===== config.mk =====
export PLATFORM = sky130hd
export DESIGN_NAME = id_issue_stage
export DESIGN_NICKNAME = d
export VERILOG_FILES = /design/src/rtl/id_issue_stage.sv
export SDC_FILE = /design/constraint.sdc
export NUM_CORES = 1
export LEC_CHECK = 0
export ABC_AREA = 1
export CAP_MARGIN = 20
export CORE_MARGIN = 8
export CORE_UTILIZATION = 43
export CTS_BUF_LIST = sky130_fd_sc_hd__clkbuf_2 sky130_fd_sc_hd__clkbuf_4 sky130_fd_sc_hd__clkbuf_8
export DETAILED_ROUTE_END_ITERATION = 10
export PLACE_DENSITY = 0.91
export RECOVER_POWER = 50
export SYNTH_ARGS = -nofsm -noshare
export SYNTH_HDL_FRONTEND = slang
export SYNTH_SLANG_ARGS = --single-unit

===== constraint.sdc =====
create_clock -name clk -period 1.8 [get_ports clk]
set_input_delay 0.18 -clock clk [delete_from_list [all_inputs] [get_ports clk]]
set_output_delay 0.18 -clock clk [all_outputs]
set_load 0.005 [all_outputs]

===== src/rtl/id_issue_stage.sv =====
// Decode-side issue stage: holds one decoded instruction, resolves its two
// source operands (register file, writeback bypass or wait) and issues to EX.
module id_issue_stage #(
    parameter int DATA_W = 32,
    parameter int REG_W  = 5,
    parameter int OP_W   = 8,
    parameter int CNT_W  = 16
) (
    input  logic              clk,
    input  logic              rst,
    input  logic              flush,
    input  logic              in_valid,
    output logic              in_ready,
    input  logic [OP_W-1:0]   in_op,
    input  logic [REG_W-1:0]  in_rs1,
    input  logic [REG_W-1:0]  in_rs2,
    input  logic [REG_W-1:0]  in_rd,
    output logic [REG_W-1:0]  rf_rs1,
    input  logic [DATA_W-1:0] rf_src1,
    input  logic              rf_modi1,
    output logic [REG_W-1:0]  rf_rs2,
    input  logic [DATA_W-1:0] rf_src2,
    input  logic              rf_modi2,
    output logic [REG_W-1:0]  rf_rd,
    input  logic [REG_W-1:0]  wb_reg,
    input  logic [DATA_W-1:0] wb_data,
    output logic              out_valid,
    input  logic              out_ready,
    output logic [OP_W-1:0]   out_op,
    output logic [REG_W-1:0]  out_rd,
    output logic [DATA_W-1:0] out_op1,
    output logic [DATA_W-1:0] out_op2,
    output logic [CNT_W-1:0]  stall_cnt,
    output logic [1:0]        dbg_state
);

    typedef enum logic [1:0] {
        ST_EMPTY = 2'd0,
        ST_WAIT  = 2'd1,
        ST_ISSUE = 2'd2
    } state_t;

    state_t            r_state;
    state_t            w_next_state;
    logic [OP_W-1:0]   r_op;
    logic [REG_W-1:0]  r_rs1;
    logic [REG_W-1:0]  r_rs2;
    logic [REG_W-1:0]  r_rd;
    logic              r_got1;
    logic              r_got2;
    logic [DATA_W-1:0] r_op1;
    logic [DATA_W-1:0] r_op2;
    logic [CNT_W-1:0]  r_stall_cnt;

    logic              w_accept;
    logic              w_fire;
    logic              w_res1;
    logic              w_res2;
    logic              w_both;
    logic [DATA_W-1:0] w_val1;
    logic [DATA_W-1:0] w_val2;

    // Handshakes: a transfer happens on a cycle where valid & ready are both
    // high; valid never depends on ready, and flush or rst cancel either side.
    assign in_ready = ~flush & ((r_state == ST_EMPTY) |
                                ((r_state == ST_ISSUE) & out_ready));
    assign w_accept = in_valid & in_ready;
    assign w_fire   = (r_state == ST_ISSUE) & out_ready & ~flush & ~rst;
    assign rf_rd    = w_fire ? r_rd : '0;

    // Operand priority: x0 reads as zero, then same-cycle writeback, then file.
    always_comb begin
        w_val1 = rf_src1;
        w_res1 = r_got1 | ~rf_modi1;
        if (r_rs1 == '0) begin
            w_val1 = '0;
            w_res1 = 1'b1;
        end else if (wb_reg == r_rs1) begin
            w_val1 = wb_data;
            w_res1 = 1'b1;
        end
        w_val2 = rf_src2;
        w_res2 = r_got2 | ~rf_modi2;
        if (r_rs2 == '0) begin
            w_val2 = '0;
            w_res2 = 1'b1;
        end else if (wb_reg == r_rs2) begin
            w_val2 = wb_data;
            w_res2 = 1'b1;
        end
        w_both = w_res1 & w_res2;
    end

    always_comb begin
        w_next_state = r_state;
        if (flush) begin
            w_next_state = ST_EMPTY;
        end else begin
            case (r_state)
                ST_EMPTY: if (w_accept) w_next_state = ST_WAIT;
                ST_WAIT:  if (w_both)   w_next_state = ST_ISSUE;
                ST_ISSUE: if (w_fire)   w_next_state = w_accept ? ST_WAIT : ST_EMPTY;
                default:  w_next_state = ST_EMPTY;
            endcase
        end
    end

    always_ff @(posedge clk) begin
        if (rst) begin
            r_state     <= ST_EMPTY;
            r_op        <= '0;
            r_rs1       <= '0;
            r_rs2       <= '0;
            r_rd        <= '0;
            r_got1      <= 1'b0;
            r_got2      <= 1'b0;
            r_op1       <= '0;
            r_op2       <= '0;
            r_stall_cnt <= '0;
        end else begin
            r_state <= w_next_state;
            if (w_accept) begin
                r_op   <= in_op;
                r_rs1  <= in_rs1;
                r_rs2  <= in_rs2;
                r_rd   <= in_rd;
                r_got1 <= 1'b0;
                r_got2 <= 1'b0;
            end else if (w_next_state == ST_EMPTY) begin
                r_rs1 <= '0;
                r_rs2 <= '0;
            end
            // A flushed WAIT cycle captures nothing and is not counted as a stall.
            if ((r_state == ST_WAIT) && !flush) begin
                if (!r_got1 && w_res1) begin
                    r_op1  <= w_val1;
                    r_got1 <= 1'b1;
                end
                if (!r_got2 && w_res2) begin
                    r_op2  <= w_val2;
                    r_got2 <= 1'b1;
                end
                if (!w_both && (r_stall_cnt != '1)) begin
                    r_stall_cnt <= r_stall_cnt + 1'b1;
                end
            end
        end
    end

    assign rf_rs1    = r_rs1;
    assign rf_rs2    = r_rs2;
    assign out_valid = (r_state == ST_ISSUE);
    assign out_op    = r_op;
    assign out_rd    = r_rd;
    assign out_op1   = r_op1;
    assign out_op2   = r_op2;
    assign stall_cnt = r_stall_cnt;
    assign dbg_state = r_state;

endmodule


==> metrics.md <==
| Metric | Value |
|---|---|
| Antenna cell count | `0` |
| Fmax | `0.561 GHz` |
| Min-delay src | `rst` |
| Worst hold margin | `0.270 ns` |
| Drt pass-1 iters | `5` |
| Slew @ Worst Pin | `0.984 ns` |
| Vias in the first global route | `5720` |
| Pwr dens | `550 nW/um2` |
| Remaining global-route overflow | `0` |
| Wl on met1 | `approximately 7000 um` |
| Total number of H-tree levels | `3` |
| HPWL after DPL | `14000 um` |
| Final Max Tran Viols | `0` |
| Ranking of synthesized cells by area | `dfxtp_1, nand2_1, a21oi_1` |
| Share of cells above drive strength 1 | `about 8.6%` |
| Fillcell total | `979` |
| Number of enable flip-flop cells after synthesis | `0` |
| Slew margin rel. | `roughly a third` |
| Final wirelength | `18500 um` |
| Status | `finished clean` |
| CTS sink count | `about 110` |
| Layout area overhead | `59.0%` |
| Power, Total | `4490 uW` |
| CTS Buf Count | `9` |
| Cell Area, Synth | `roughly 5100 um2` |
| HP Class | `in2reg` |
| Reg2reg path depth | `12` |
| Hold-critical path depth | `5` |
| Clk slew on worst S/H paths | `~0.1 ns` |
| Yosys reg bits | `about 110` |
| Critical Path Sink Type | `flop` |
| Hold EP | `stall_cnt[3]$_SDFFE_PP0P_` |
| Initial Utilization | `43.5%` |
| MaxCap Viol Count | `0` |
| DR WL/cell | `15.5 um` |
| Syn Area/Cell | `between 6 and 7 um2` |
| Largest net degree at the start of global routing | `89` |
| R2r setup slk | `about 0.019 ns` |
| Yosys warns | `0` |
| VDD IR max | `547 uV` |
| RR Endpoint | `out_op1[5]$_SDFFE_PP0P_` |
| Die Width | `125 um` |
| Root Driver | `clkbuf_8` |
| Period utilisation layout | `98.9%` |
| Count leader, synth | `nand2_1` |
| RePlAce Congestion | `0.898` |
| DRT iter0 DRCs | `364` |
| Leakage power | `0.00329 uW` |
| Std-Cell Rows | `40` |
| Syn Inst Count | `791` |
| Synth Flop Type | `dfxtp_1` |
| DIE AREA | `15700 um2` |
| List of most frequent post-synthesis cells | `nand2_1, dfxtp_1, a21oi_1, o21ai_0, inv_1` |
| Chip Height | `approximately 130 um` |
| Worst Path Max Fanout | `11` |
| Top layer in use | `met4` |
| Global-route wire length before repair | `approximately 29000 um` |
| DRC viols | `0` |
| CTS tree | `done` |
| Clk buf depth | `2` |
| Routed wl met2 | `about 9200 um` |
| Reg2Reg Launch Point | `rf_rs1[0]$_SDFFE_PP0P_` |
| # hold bufs at CTS | `0` |
| Fin nets | `1171` |
| WS Path Type | `reg2reg` |
| Clk_lat worst skew | `0.37 ns` |
| Worst EP arrival | `2.07 ns` |
| Register area share after synthesis | `41.7%` |
| Vias | `5965` |
| Yosys top cell area share | `41.7%` |
| Final setup viols | `0` |
| All-Layer GR Usage | `22.3%` |
| Post-synth cell types | `24` |
| Post-synth top area cell | `dfxtp_1` |
| # port buffers | `242` |
| Detail Route Antenna Nets | `0` |
| Req. time, crit path | `2.09 ns` |
| Final Critical Period | `1.78 ns` |
| Initial antenna violation count | `0` |
| Skew final | `0.0106 ns` |
| Startpoint type of the worst setup path | `flop` |
| IO Pins | `243` |
| Core area | `11800 um2` |
| Ys async rst share | `0%` |
| Via density | `between 5 and 6` |
| DR WL met3 | `1580 um` |
| Synthesized Nets | `923` |
| RSZ-0062 raised after global routing | `true` |
| Endpoints failing hold | `0` |
==> what timing repair did <==
item | CTS | global route
setup endpoints to repair | 5 | 91
pin swaps | 0 | 5
buffers inserted | 0 | 2
cloned | 0 | 2
resized for setup | 5 | 37
==> area by class of cell <==
type	instances	area, um2	area share, %
clock buffers	12	159	1.95
clock inverters	2	12.5	0.153
inverters	82	308	3.77
multi-input cells	557	2550	31.2
flip-flops and latches	107	2160	26.5
well taps	147	184	2.25
repair buffers	282	2790	34.2
==> placed cells by master, fill, tap and decap left out, types with 2 or more instances in the layout <==
cell,instances
clkbuf_8,11
dfxtp_1,98
o21ai_0,81
clkdlybuf4s50_1,221
nand2_1,271
inv_2,5
buf_12,4
dfxtp_2,5
nand3_2,2
dfxtp_4,4
nand3_1,21
nor2_1,46
buf_6,3
nor4_1,3
buf_4,32
dlygate4sd2_1,5
a21oi_2,5
nor2_2,4
dlygate4sd3_1,15
nand2_4,2
nand2_2,3
o21ai_1,3
nand4_1,3
nor3_1,6
xnor2_1,3
xor2_1,7
nor2_4,2
a21oi_1,89
inv_1,77
==> worst max-delay path: stages (launching register included) <==
cell       delay [ns]
dfxtp_4          0.40
inv_1            0.04
nand2_1          0.05
nand2_1          0.08
nor2_2           0.13
nand3_2          0.13
nand2_4          0.11
nand4_4          0.09
a31oi_4          0.19
buf_12           0.15
clkbuf_16        0.16
nand2_1          0.06
a21oi_1          0.11
==> kinds of logic (layout without fill, tap and decap cells) <==
family,Yosys count,count (layout),synth area share [%]
AO/OA/AOI/OAI,181,181,18.0
XOR/XNOR,10,10,1.71
adder cells (fa/ha/maj),1,1,0.244
buffers and inverters,127,378,9.97
flip-flops,107,107,41.7
AND/OR/NAND/NOR,365,365,28.3
==> layer usage <==
| metal | global-route usage [%] | up-vias |
|---|---|---|
| li1 | - | 2981 |
| met1 | 24.2 | 2695 |
| met2 | 38.4 | 240 |
| met3 | 7.99 | 49 |
| met4 | 10.2 | 0 |
| met5 | 0 | - |
==> state kept, by name, indices dropped and copies added (netlist names), 2 cells and up <==
register and flops:
out_rd 5, out_op 8, out_op1 32, stall_cnt 16, rf_rs2 5, out_op2 32
dbg_state 2, rf_rs1 5
==> through the flow <==
stage | cells | cell area [um2] | setup WS, ns | utilization, % | setup TNS [ns]
final | 1189 | 8160 | 0.0190 | 69.1 | 0
after global placement | 1171 | 7850 | -0.189 | 66.5 | -13.16
after floorplan | 791 | 5130 | 0.242 | - | 0
after CTS | 1185 | 8020 | 0.0236 | 67.9 | 0
after detailed placement | 1171 | 7850 | -0.235 | 66.5 | -16.67
after global routing | 1189 | 8160 | -0.0684 | 69.1 | -1.71
==> report_power, final <==
part	total [uW]	leakage [uW]	switching (uW)	internal (uW)
clock network	1360	0.0000877	777	579
logic	716	0.00234	301	414
registers	2420	0.000871	24.4	2400
==> worst max-delay path by stage <==
stage,from,end,slack [ns],cells past startpoint
2_1_floorplan,stall_cnt[0]$_SDFFE_PP0P_,stall_cnt[7]$_SDFFE_PP0P_,0.24,9
3_3_place_gp,wb_reg[1],out_op2[20]$_SDFFE_PP0P_,-0.19,12
3_5_place_dp,wb_reg[3],out_op2[20]$_SDFFE_PP0P_,-0.24,12
4_1_cts,dbg_state[0]$_SDFF_PP0_,in_ready,0.02,5
5_1_grt,rf_rs1[1]$_SDFFE_PP0P_,out_op1[9]$_SDFFE_PP0P_,-0.07,12
6_report,rf_rs1[0]$_SDFFE_PP0P_,out_op1[5]$_SDFFE_PP0P_,0.02,12
Note: power is estimated with default switching activity, not from simulation.
